`config.mk`:
```
export PLATFORM = sky130hd
export DESIGN_NAME = ntt_bram_stream_io_flat
export DESIGN_NICKNAME = d
export VERILOG_FILES = /design/src/rtl/ntt_bram_stream_io_if.sv /design/src/rtl/ntt_bram_stream_io.sv /design/src/flat_wrapper.sv
export SDC_FILE = /design/constraint.sdc
export NUM_CORES = 1
export LEC_CHECK = 0
export CAP_MARGIN = 20
export CORE_MARGIN = 2
export CORE_UTILIZATION = 55
export DETAILED_ROUTE_END_ITERATION = 8
export PLACE_DENSITY_LB_ADDON = 0.08
export SYNTH_ARGS = -nofsm -noshare
export SYNTH_HDL_FRONTEND = slang
export SYNTH_SLANG_ARGS = --single-unit
```
`constraint.sdc`:
```
create_clock -name CLK -period 35.4 [get_ports CLK]
set_input_delay 3.54 -clock CLK [delete_from_list [all_inputs] [get_ports CLK]]
set_output_delay 3.54 -clock CLK [all_outputs]
set_load 0.005 [all_outputs]
```
`src/rtl/ntt_bram_stream_io_if.sv`:
```
// rtl/ntt_bram_stream_io_if.sv - stream and BRAM signal bundle for ntt_bram_stream_io
interface ntt_bram_stream_io_if #(
    parameter int DW = 128,
    parameter int SW = 32,
    parameter int AW = 13
);
    logic          ss_tvalid;
    logic [SW-1:0] ss_tdata;
    logic          ss_tlast;
    logic          ss_tready;
    logic          sm_tvalid;
    logic [SW-1:0] sm_tdata;
    logic          sm_tlast;
    logic          sm_tready;
    logic          bram_EN;
    logic [3:0]    bram_WE;
    logic [AW-1:0] bram_A;
    logic [DW-1:0] bram_Di;
    logic [DW-1:0] bram_Do;

    modport master (
        input  ss_tvalid, ss_tdata, ss_tlast, sm_tready, bram_Do,
        output ss_tready, sm_tvalid, sm_tdata, sm_tlast,
        output bram_EN, bram_WE, bram_A, bram_Di
    );

    modport slave (
        output ss_tvalid, ss_tdata, ss_tlast, sm_tready, bram_Do,
        input  ss_tready, sm_tvalid, sm_tdata, sm_tlast,
        input  bram_EN, bram_WE, bram_A, bram_Di
    );
endinterface

```
`src/rtl/ntt_bram_stream_io.sv`:
```
// rtl/ntt_bram_stream_io.sv - 32-bit stream <-> 128-bit NTT coefficient BRAM adapter
// Optional unload prefetch buffer: define NTT_UNLOAD_PREFETCH_EN.
module ntt_bram_stream_io #(
    parameter int DW = 128,
    parameter int WL = 128,
    parameter int SW = 32,
    parameter int AW = 13
) (
    input  logic       CLK,
    input  logic       RST,
    input  logic       start_load,
    input  logic       start_unload,
    input  logic [7:0] cfg_lines,
    output logic       busy,
    output logic       done,
    output logic       err_len,
    ntt_bram_stream_io_if.master io
);
    localparam int NS = DW / SW;
    localparam int KW = $clog2(NS);
    localparam int LW = $clog2(WL);

    typedef enum logic [2:0] {
        S_IDLE, S_LOAD, S_LWR, S_UREAD, S_UCAP, S_UEMIT, S_FIN
    } state_t;

    state_t        state, state_nxt;
    logic [LW-1:0] line, last_line;
    logic [KW-1:0] k;
    logic [DW-1:0] pack, pack_ins, shreg;
    logic          tlast_seen, err_q;
    logic          bram_en_q;
    logic [3:0]    bram_we_q;
    logic [AW-1:0] bram_a_q;
    logic [DW-1:0] bram_di_q;
    logic          ss_hs, sm_hs, slot_last, at_last_line, last_word;
    logic [LW:0]   n_cfg;
`ifdef NTT_UNLOAD_PREFETCH_EN
    logic [DW-1:0] nbuf;
    logic          rd_pend, rd_cap;
`endif

    function automatic logic [AW-1:0] line_addr(input logic [LW-1:0] l);
        return AW'(l) << 2;
    endfunction

    assign slot_last    = (k == KW'(NS - 1));
    assign at_last_line = (line == last_line);
    assign last_word    = at_last_line && slot_last;
    assign ss_hs        = (state == S_LOAD) && io.ss_tvalid;
    assign sm_hs        = (state == S_UEMIT) && io.sm_tready;
    assign n_cfg        = (cfg_lines == 8'd0 || 32'(cfg_lines) > WL) ? (LW+1)'(WL)
                                                                     : (LW+1)'(cfg_lines);

    always_ff @(posedge CLK or posedge RST) begin
        if (RST) state <= S_IDLE;
        else     state <= state_nxt;
    end

    always_comb begin
        state_nxt = state;
        case (state)
            S_IDLE:  if (start_load)        state_nxt = S_LOAD;
                     else if (start_unload) state_nxt = S_UREAD;
            S_LOAD:  if (ss_hs && (slot_last || io.ss_tlast)) state_nxt = S_LWR;
            S_LWR:   state_nxt = (at_last_line || tlast_seen) ? S_FIN : S_LOAD;
            S_UREAD: state_nxt = S_UCAP;
            S_UCAP:  state_nxt = S_UEMIT;
            S_UEMIT: if (sm_hs && slot_last) begin
                         if (at_last_line) state_nxt = S_FIN;
`ifdef NTT_UNLOAD_PREFETCH_EN
                         else              state_nxt = S_UEMIT;
`else
                         else              state_nxt = S_UREAD;
`endif
                     end
            S_FIN:   state_nxt = S_IDLE;
            default: state_nxt = S_IDLE;
        endcase
    end

    always_comb begin
        busy         = (state != S_IDLE);
        done         = (state == S_FIN);
        err_len      = err_q;
        io.ss_tready = (state == S_LOAD);
        io.sm_tvalid = (state == S_UEMIT);
        io.sm_tdata  = shreg[SW-1:0];
        io.sm_tlast  = (state == S_UEMIT) && last_word;
        io.bram_EN   = bram_en_q;
        io.bram_WE   = bram_we_q;
        io.bram_A    = bram_a_q;
        io.bram_Di   = bram_di_q;
        pack_ins     = pack;
        pack_ins[int'(k)*SW +: SW] = io.ss_tdata;
    end

    // BRAM controls are registered: they are set on the edge that enters LWR/UREAD.
    always_ff @(posedge CLK or posedge RST) begin
        if (RST) begin
            line       <= '0;
            last_line  <= '0;
            k          <= '0;
            pack       <= '0;
            shreg      <= '0;
            tlast_seen <= 1'b0;
            err_q      <= 1'b0;
            bram_en_q  <= 1'b0;
            bram_we_q  <= '0;
            bram_a_q   <= '0;
            bram_di_q  <= '0;
`ifdef NTT_UNLOAD_PREFETCH_EN
            nbuf       <= '0;
            rd_pend    <= 1'b0;
            rd_cap     <= 1'b0;
`endif
        end else begin
            bram_en_q <= 1'b0;
            bram_we_q <= '0;
`ifdef NTT_UNLOAD_PREFETCH_EN
            rd_pend   <= 1'b0;
            rd_cap    <= rd_pend;
            if (rd_cap) nbuf <= io.bram_Do;
`endif
            case (state)
                S_IDLE: if (start_load || start_unload) begin
                    line       <= '0;
                    k          <= '0;
                    pack       <= '0;
                    tlast_seen <= 1'b0;
                    err_q      <= 1'b0;
                    last_line  <= LW'(n_cfg - (LW+1)'(1));
                    if (!start_load) begin
                        bram_en_q <= 1'b1;
                        bram_a_q  <= '0;
                    end
                end
                S_LOAD: if (ss_hs) begin
                    pack <= pack_ins;
                    k    <= k + KW'(1);
                    if (io.ss_tlast) tlast_seen <= 1'b1;
                    if (io.ss_tlast != last_word) err_q <= 1'b1;
                    if (slot_last || io.ss_tlast) begin
                        k         <= '0;
                        bram_en_q <= 1'b1;
                        bram_we_q <= 4'hF;
                        bram_a_q  <= line_addr(line);
                        bram_di_q <= pack_ins;
                    end
                end
                S_LWR: begin
                    pack <= '0;
                    if (!(at_last_line || tlast_seen)) line <= line + LW'(1);
                end
                S_UCAP: shreg <= io.bram_Do;
                S_UEMIT: if (sm_hs) begin
                    shreg <= shreg >> SW;
                    k     <= k + KW'(1);
`ifdef NTT_UNLOAD_PREFETCH_EN
                    // Fetch the next line while slot 1 is on the bus; it lands in nbuf before slot 3 retires.
                    if (k == '0 && !at_last_line) begin
                        bram_en_q <= 1'b1;
                        bram_a_q  <= line_addr(line + LW'(1));
                        rd_pend   <= 1'b1;
                    end
                    if (slot_last && !at_last_line) begin
                        line  <= line + LW'(1);
                        shreg <= nbuf;
                    end
`else
                    if (slot_last && !at_last_line) begin
                        line      <= line + LW'(1);
                        bram_en_q <= 1'b1;
                        bram_a_q  <= line_addr(line + LW'(1));
                    end
`endif
                end
                default: ;
            endcase
        end
    end
endmodule

```
`src/flat_wrapper.sv`:
```
// flat-port wrapper written by rule: the top's interface ports become plain ports
module ntt_bram_stream_io_flat 
#(
    parameter int DW = 128,
    parameter int WL = 128,
    parameter int SW = 32,
    parameter int AW = 13
)
  (CLK, RST, start_load, start_unload, cfg_lines, busy, done, err_len, io_ss_tvalid, io_ss_tdata, io_ss_tlast, io_sm_tready, io_bram_Do, io_ss_tready, io_sm_tvalid, io_sm_tdata, io_sm_tlast, io_bram_EN, io_bram_WE, io_bram_A, io_bram_Di);
  ntt_bram_stream_io_if #(.DW(DW), .SW(SW), .AW(AW)) io_i ();
  input  logic CLK;
  input  logic RST;
  input  logic start_load;
  input  logic start_unload;
  input  logic [7:0] cfg_lines;
  output logic busy;
  output logic done;
  output logic err_len;
  input wire logic [$bits(io_i.ss_tvalid)-1:0] io_ss_tvalid;
  input wire logic [$bits(io_i.ss_tdata)-1:0] io_ss_tdata;
  input wire logic [$bits(io_i.ss_tlast)-1:0] io_ss_tlast;
  input wire logic [$bits(io_i.sm_tready)-1:0] io_sm_tready;
  input wire logic [$bits(io_i.bram_Do)-1:0] io_bram_Do;
  output wire logic [$bits(io_i.ss_tready)-1:0] io_ss_tready;
  output wire logic [$bits(io_i.sm_tvalid)-1:0] io_sm_tvalid;
  output wire logic [$bits(io_i.sm_tdata)-1:0] io_sm_tdata;
  output wire logic [$bits(io_i.sm_tlast)-1:0] io_sm_tlast;
  output wire logic [$bits(io_i.bram_EN)-1:0] io_bram_EN;
  output wire logic [$bits(io_i.bram_WE)-1:0] io_bram_WE;
  output wire logic [$bits(io_i.bram_A)-1:0] io_bram_A;
  output wire logic [$bits(io_i.bram_Di)-1:0] io_bram_Di;
  assign io_i.ss_tvalid = io_ss_tvalid;
  assign io_i.ss_tdata = io_ss_tdata;
  assign io_i.ss_tlast = io_ss_tlast;
  assign io_i.sm_tready = io_sm_tready;
  assign io_i.bram_Do = io_bram_Do;
  assign io_ss_tready = io_i.ss_tready;
  assign io_sm_tvalid = io_i.sm_tvalid;
  assign io_sm_tdata = io_i.sm_tdata;
  assign io_sm_tlast = io_i.sm_tlast;
  assign io_bram_EN = io_i.bram_EN;
  assign io_bram_WE = io_i.bram_WE;
  assign io_bram_A = io_i.bram_A;
  assign io_bram_Di = io_i.bram_Di;
  ntt_bram_stream_io #(.DW(DW), .WL(WL), .SW(SW), .AW(AW)) u_core (.CLK(CLK), .RST(RST), .start_load(start_load), .start_unload(start_unload), .cfg_lines(cfg_lines), .busy(busy), .done(done), .err_len(err_len), .io(io_i));
endmodule
```
# Word-level counts from Yosys, hierarchy flattened
# Index checks and enable logic that the tools add are counted.
[word_totals]
regBits = 423
inputBits = 175
word_cells = 118
[op_classes]
shift = 2
n_reduce_logical = 30
addsub = 4
n_mux = 48
n_lt_le_gt_ge = 1
eq_ne = 21
[ops]
columns = ["cell", "count"]
rows = [
  ["2-to-1 mux 128 bit", 3],
  ["one-hot mux 128 bit (3 select lines)", 1],
  ["one-hot mux 128 bit (2 select lines)", 1],
  ["bitwise mux 128 bit", 1],
  ["variable shift 32 x 33 -> 128 bit, first input constant", 1],
  ["indexed part select 32 x 33 -> 128 bit", 1],
  ["2-to-1 mux 13 bit", 6],
  ["one-hot mux 13 bit (3 select lines)", 1],
  ["2-to-1 mux 7 bit", 5],
  ["negation 7 -> 33 bit", 1],
  ["one-hot mux 7 bit (3 select lines)", 1],
  ["2-to-1 mux 3 bit", 6],
  ["one-hot mux 3 bit (6 select lines)", 1],
  ["inequality test 2 x 1 -> 1 bit, second input constant", 8],
  ["2-to-1 mux 4 bit", 3],
  ["AND reduction 4 bit", 3],
  ["nonzero test 3 bit", 4],
  ["2-to-1 mux 1 bit", 11],
  ["== test 3 bit, second input constant", 3],
  ["AND reduction 3 bit", 3],
  ["greater-than comparator 8 bit, second input constant", 1],
  ["logical NOT 8 bit", 1],
  ["2-to-1 mux 2 bit", 4],
  ["adder 7 x 1 -> 7 bit, second input constant", 1],
  ["20 further kinds", 35],
]

# Logic depth before layout (Yosys ltp)
# Gate-level depths: netlist of the first run.
[depth]
depth_word = 6
depth_mapped = 9
mapped_depth_nobuf = 7

# Least setup slack after synthesis of the first run
# Ideal clock, no wire load.
[synth_timing]
path_kind = "reg2out"
startpoint = "register u_core.state[1]"
endpoint = "output port io_sm_tlast"
setup_slack_ps = 30388
n_path_buf = 3
t_arrival_ps = 1472
stages_incl_launch_ff = 6
cell_sequence = "dfrtp_1 > nand3b_1 > buf_2 > buf_2 > buf_2 > nor4_1"
[synth_between]
elab_chain_cells = 2
[synth_rtl]
columns = ["item", "line_no", "source"]
rows = [
  ["from (decl)", "ntt_bram_stream_io.sv:27", "state_t state, state_nxt;"],
  ["from (signal assigned)", "ntt_bram_stream_io.sv:57", "else state <= state_nxt;"],
  ["== test 3 bit", "ntt_bram_stream_io.sv:89", "io.sm_tlast = (state == S_UEMIT) && last_word;"],
  ["logical AND 1 bit", "ntt_bram_stream_io.sv:89", ""],
  ["to (decl)", "flat_wrapper.sv:27", "output wire logic [$bits(io_i.sm_tlast)-1:0] io_sm_tlast;"],
]
# No other way between the ends.

# Final worst setup path of the first run
[layout_timing]
startpoint = "register u_core.state[2]"
endpoint = "output port io_sm_tvalid"
[layout_between]
elab_chain_cells = 1
[layout_rtl]
columns = ["item", "line_no", "source"]
rows = [
  ["== test 3 bit", "ntt_bram_stream_io.sv:87", "io.sm_tvalid = (state == S_UEMIT);"],
  ["to (decl)", "flat_wrapper.sv:25", "output wire logic [$bits(io_i.sm_tvalid)-1:0] io_sm_tvalid;"],
]
# No other way between the ends.

==> run summary, run 1 <==
The run finished with clean final reports. STA puts the critical path data arrival time at 3.21 ns. The final-stage net count is approximately 2.2k. The area added between synthesis and finish came out at 26.3%. In the layout the commonest cells are dfrtp_1, clkdlybuf4s50_1, nand2_1, o21ai_1, a22o_1. The deepest level of the CTS H-tree is 2.

The placement row count is 66. After synthesis, the largest family of logic cells by area is compound AO/OA/AOI/OAI gates. The number of sinks handled by clock tree synthesis is roughly 410. Of the cells placed in the final design, the portion with a size suffix greater than 1 is roughly 5.4%. The final critical-path share of the clock period is between 10% and 20%. The vertical extent of the die is around 190 um. The die span in x came out at approximately 190 um.

The half-perimeter wire length after placement is 31,000 um. The number of antenna violations at the first check in global routing is 3. Input and output buffers added on the ports amount to 352. In this run the worst path has a maximum fanout of 65. The number of clock buffers added by TritonCTS is 43. The number of synthesized flops with an enable pin is 0. The effective utilization at floorplan is between 50% and 60%. The pin count of the biggest net entering global routing is ~180. The number of slew-limit violations in the final report came out at 0.

The worst path needs about 6.8 ns of the cycle, external delays included. The slew of the pin with the lowest slew margin came out at about 1.1 ns. The overall overflow remaining after global route is 0. The fraction of post-synthesis cell area in the top cell type by area is between 50% and 60%. After Yosys synthesis, full adders, half adders and majority gates account for less than 1% of the synthesized area. The core region area came out at between 30,000 and 40,000 um2.

The number of non-filler instances in the completed layout came out at approximately 2.5k. The number of gates resized after cts is 0. The worst setup path is launched from a flop.

Setup repair after global routing left no endpoint under its margin. The endpoint type of the worst setup path is an output port. The count of cells along the worst register-to-register path is 7.

The sum of negative setup slack is 0 ns. Across every metal layer, demand over resource in global routing totals 27.0%. The fill cell instance count of the final layout came out at between 2k and 2.5k. After synthesis, the share of cell area in mux cells is about 5.7%. The number of hold buffers added after CTS is 0.

The synthesized-area fraction occupied by ao, oa, aoi and oai cells is between 10% and 20%. The highest ir drop seen on vdd is ~50 uV. Across the run, the number of max-cap violations was 0. The number of warnings reported in the yosys synthesis log came out at 0. The number of detailed-routing iterations run before antenna repair came out at 5.

The number of setup violations in the final report is 0. The dominant register cell in the synthesized netlist is dfrtp_1. The setup skew after layout is between 0.01 and 0.015 ns. The fraction of synthesized cell area in xor and xnor cells came out at less than 1%. The path with the worst hold slack has its endpoint at u_core.shreg[40]. The synthesized area divided by synthesized cell count came out at between 10 and 15 um2. The static leakage came out at between 10 and 15 nW. Summing the areas of all and, or, nand and nor instances in the mapped netlist gives 11.8% of the synthesized area. In this run the worst hold path is classified as flop to flop.

The mapped cell area came out at ~18,000 um2. The DRC violation total after the first TritonRoute iteration is approximately 980. TritonCTS built the clock tree. Ranked by total cell area, the synthesized netlist is headed by dfrtp_1, a22o_1, mux2i_1.

The number of hold violations in the final report came out at 0. The die covers between 30,000 and 40,000 um2. Summed over all layers, the routed wires come to about 47,000 um. Synthesis inferred between 400 and 500 register bits. The post-placement cell count is 2,390. The post-CTS setup buffer count is 0.

In this run the critical register-to-register path is launched from u_core.state[2]. The worst relative slew slack is roughly 25%. Synthesis handed over a netlist of ~1.8k instances. The library cell used most frequently in the layout, excluding fill and tap cells, is dfrtp_1. The critical path in this run is classified as flop to output port. The top-level I/O count is roughly 360. The root buffer selected by CTS is clkbuf_16.

The share of synthesized area occupied by flip-flops and latches is 56.4%. The average via count per standard cell came out at between 5 and 6. Counting flops with an async set or reset pin after synthesis yields a share of 100%. The via count of the first global-routing pass is 13.7k. Data on the critical path is required at its endpoint by around 32 ns.

In this run the register-to-register setup slack is roughly 31 ns. The first-pass GRT wire length is around 76,000 um. Power spread over the standard cell area amounts to 68.6 nW/um2. The total DRC errors in the routed layout came out at 0.

Counting along the longest clock path gives a buffer depth of 3. The routed wire length per instance is 19.1 um. The cell count of the worst hold path is 2. The placer congestion estimate is 0.895. The via count came out at between 10k and 15k. The cell accounting for the most synthesized area is dfrtp_1. After clock tree synthesis, the clock-pin slew on the worst setup and hold paths is ~0.060 ns. The upper clock frequency limit came out at ~0.15 GHz. The startpoint of the most critical hold path is u_core.shreg[40]. The clock insertion delay at the later pin of the skew report came out at about 0.54 ns.

The reg-to-reg endpoint is u_core.shreg[62]. The critical path starts at u_core.state[2]. The number of unique standard cell types used by synthesis came out at 46. The remaining antenna violation count came out at 0.
logic make-up (layout without fill, tap and decap cells):
family,count (synthesis),count (layout)
AO/OA/AOI/OAI,559,559
AND/OR/NAND/NOR,458,458
flip-flops,414,414
buffers and inverters,216,460
multiplexers,105,105
XOR/XNOR,18,18
adder cells (fa/ha/maj),8,8
other,1,8
cells in the mapped netlist, types with 2 or more instances:
cell / n
a21oi_1: 135
a22o_1: 162
a22oi_1: 2
and3_1: 3
buf_1: 44
buf_2: 43
buf_4: 41
buf_6: 3
clkbuf_1: 72
dfrtp_1: 414
ha_1: 8
inv_1: 13
mux2i_1: 104
nand2_1: 265
nand2b_1: 3
nand3_1: 7
nand3b_1: 2
nand4_1: 4
nor2_1: 16
nor2b_1: 135
nor3_1: 13
o211ai_1: 5
o21a_1: 2
o21ai_0: 72
o21ai_1: 169
o221ai_1: 2
o2bb2ai_1: 2
o31ai_1: 4
xnor2_1: 13
xor2_1: 5
per-layer routing:
layer	up-vias	global-route usage, %	share of wire (%)
li1	6534	-	-
met5	-	0	0.028
met4	2	9.65	3.4
met1	6810	36.1	42
met3	98	6.58	7.2
met2	494	43.3	47
worst max-delay path by stage:
stage / endpoint / slack, ns / cells after the start
floorplan: u_core.err_len / 20.34 / 1
global placement: u_core.shreg[50] / 28.67 / 5
detailed placement: u_core.shreg[50] / 28.56 / 5
CTS: io_sm_tvalid / 28.63 / 4
global route: io_sm_tvalid / 28.44 / 4
finish: io_sm_tvalid / 28.65 / 4
power breakdown:
| group | internal (mW) | switching [mW] | leakage (nW) |
|---|---|---|---|
| Combinational | 0.210 | 0.269 | 4.41 |
| Clock | 0.273 | 0.185 | 0.719 |
| Sequential | 0.582 | 0.0735 | 5.57 |
| Total | 1.07 | 0.527 | 10.7 |
cell type report:
cell class	count	area, um2	share of cell area (%)
multi-input cells	1154	7120	30.7
clock inverters	11	123	0.529
well taps	442	553	2.38
inverters	13	56.3	0.243
repair buffers	367	3650	15.7
diodes	2	5.00	0.0216
clock buffers	69	1340	5.75
flip-flops and latches	414	10400	44.7
flip-flops by register name (all words and copies together), names as in the netlist:
name               flops
u_core.state           3
u_core.io.bram_Di    128
u_core.last_line       7
u_core.line            7
u_core.err_len         1
u_core.io.bram_EN      1
u_core.io.bram_WE      1
u_core.shreg         128
u_core.pack          128
u_core.io.bram_A       7
u_core.k               2
u_core.tlast_seen      1
metrics by stage:
step	hold slack, ns	instance area (um2)	power, mW	worst slack, ns	utilization [%]
final	0.478	23200	1.59	28.65	70.9
after global routing	0.499	23200	1.68	28.44	70.9
after CTS	0.483	23200	1.60	28.63	70.9
after detailed placement	0.469	21700	1.14	28.56	66.5
after global placement	0.460	21700	1.13	28.67	66.5
after floorplan	0.449	18400	0.960	20.34	-
critical path: stages, from the launching register on:
cell and delay, ns:
dfrtp_1 0.66, nand3b_1 0.24, buf_4 0.82, inv_1 0.36
clkdlybuf4s50_1 0.55
No activity file was read; power rests on OpenSTA's default activity.
==> inputs of run 2 (changes only) <==
- CORE_UTILIZATION: 55 -> 47
- clock period: 35.4 -> 5.4 ns (I/O delays scaled with it)
==> run 2 against run 1 <==
Sequential share of layout area about the same. Count of clock-buffer cells in the layout decreased by 4. Global-route usage decreased by 3.1 points. Via count decreased by 3.3%. First-iteration DRC count decreased by 9.8%. Power increased to 6.4 times the previous value. Critical path type unchanged. Largest cell class unchanged.
==> run summary, run 2 (synthesized netlist as in run 1, its figures left out) <==
Counting tap cells, the placed design contains a total of roughly 2.5k instances. The overall overflow remaining after global route is 0. The number of sinks handled by clock tree synthesis is about 410. The remaining antenna violation count is 0. The effective utilization at floorplan is between 40% and 50%. For this block, the routed nets add up to around 48,000 um of wire. In the layout the commonest cells are dfrtp_1, clkdlybuf4s50_1, nand2_1, o21ai_1, a22o_1. The number of detailed-routing iterations run before antenna repair is 5. The clock transition at the register clock pins on the worst setup and hold paths after CTS came out at around 0.060 ns. The sequential cells in the finished layout cover a total of just over 10,000 um2. For this run, the slowest stage of the critical path takes roughly 0.82 ns. For this run, the post-layout net count is approximately 2.2k.

From bottom edge to top edge, the die measures ~200 um. The proportion of layout cells with a drive suffix above 1 came out at under 10%. The half-perimeter wire length after placement came out at 32,200 um. The number of slew-limit violations in the final report is 0.

The slew of the pin with the lowest slew margin came out at ~0.97 ns. The number of max-cap violations is 0. The total DRC errors in the routed layout came out at 0. After detailed routing, the average wire length per cell comes to ~19 um. The number of non-filler instances in the completed layout is around 2.5k. The pin count of the biggest net entering global routing came out at 162. Buffers inserted to repair hold after CTS numbered 0.

Port buffering added ~350 buffers. The worst setup path is launched from a flop. The number of setup buffers added after CTS is 0.

For this design, the slowest cell found on the critical path is dfrtp_1. The clock insertion delay at the later pin of the skew report came out at about 0.56 ns. The flow ran to the end, and the final reports show no timing, DRC or antenna violations. The via count of the first global-routing pass came out at between 10k and 15k. STA puts the critical path data required time at 4.86 ns. Walking the worst path, the cells encountered are nand3b_1, buf_4, nor4_1, clkdlybuf4s50_1.

The deepest level of the CTS H-tree came out at 2. The full die area is approximately 41,000 um2. Once the clock tree was built, the resizer swapped 0 gates to a different size.

The core region area is 38,600 um2. The worst relative slew slack came out at about a third. The buffer levels on the longest clock path is 3.

The design draws just over 10 mW. The number of hold violations in the final report is 0. The number of antenna violations at the first check in global routing came out at 5. The die is roughly 200 um wide.

The via count is 13.5k. TritonCTS built the clock tree. Based on the critical path, the design can be clocked at up to between 0.2 and 0.3 GHz. The setup skew after layout is 0.0159 ns. Relative to the synthesized area, the layout overhead comes to 26.3%.

The power density over the cells is between 400 and 500 nW/um2. The startpoint-to-endpoint class of the critical path is flop to output port. The average via count per standard cell came out at around 5.3. The fill cell instance count of the final layout came out at between 3k and 4k. The final critical path time including I/O delays and setup is around 3.5 ns. The static leakage is roughly 11 nW. The placer congestion estimate came out at between 0.7 and 0.8.

The worst-case IR drop observed on VDD is 356 uV. The final-layout worst hold slack came out at around 0.48 ns. The top-level I/O count came out at around 360. Setup violations remaining at the end of the flow were counted as 0. STA classifies the critical path endpoint as an output port.

The number of clock buffers inserted by TritonCTS is 43. After the first detailed-routing iteration, the DRC count stood at between 800 and 900. The highest net fanout along the worst path is 52. The path class of the tightest hold or removal check is flop to flop.

The first-pass GRT wire length is 77,100 um. The multi-input gate area in the final layout came out at 7120 um2. The placement row count came out at between 70 and 80. Leaving out fill and tap cells, the most frequent cell in the layout is dfrtp_1. The data arrival time of the critical path came out at about 3.0 ns. The final standard cell utilization of the core is 60.0%. Of the available clock period, the critical path in the final layout requires 65.5%. Global routing used a little under a quarter of the available tracks across all layers. Setup repair after global routing left no endpoint under its margin. The cell sitting at the root of the clock tree is a clkbuf_16.
## run 2: per-layer routing
| layer | track usage [%] | vias to the layer above | part of all wire [%] | wire length, um |
|---|---|---|---|---|
| li1 | - | 6528 | - | - |
| met2 | 38.3 | 397 | 47 | 22400 |
| met4 | 8.25 | 2 | 2.7 | 1310 |
| met5 | 0 | - | 0.027 | 13 |
| met3 | 6.93 | 75 | 7.2 | 3480 |
| met1 | 31.3 | 6474 | 43 | 20900 |
## run 2: where the power goes
group          switching, mW  internal [mW]
Combinational           1.74           1.39
Clock                   1.19           1.62
Sequential             0.472           3.82
Total                   3.41           6.83
## run 2: layout make-up
class,instances,area share [%]
clock buffer,65,5.52
timing repair buffer,367,15.9
antenna,3,0.0324
clock inverter,5,0.108
multi-input combinational,1154,30.7
sequential,414,44.7
tap,518,2.79
inverter,13,0.227
## run 2: worst paths after layout
check / start / end / slack, ns / depth (start not counted)
max: u_core.state[2] / io_sm_tlast / 1.86 / 4
max reg2reg: u_core.k[0] / u_core.pack[21] / 2.06 / 6
min: u_core.shreg[71] / u_core.shreg[71] / 0.48 / 2
min in group asynchronous: RST / u_core.io.bram_Di[85] / 0.52 / 2
min reg2reg: u_core.shreg[71] / u_core.shreg[71] / 0.48 / 2
max in group asynchronous: RST / u_core.io.bram_Di[72] / 3.59 / 3
## run 2: metrics by stage
step | worst slack (ns) | cell area, um2 | setup TNS (ns)
2_1_floorplan | -0.722 | 18400 | -298.74
3_3_place_gp | 2.12 | 21900 | 0
3_5_place_dp | 2.03 | 21900 | 0
4_1_cts | 1.77 | 23200 | 0
5_1_grt | 1.65 | 23200 | 0
6_report | 1.86 | 23200 | 0
## run 2: critical path: cells and delay by family, from the launching register on
family | cells | cell delay [ns]
flops | 1 | 0.82
buf+inv | 2 | 1.02
simple gates | 2 | 0.59
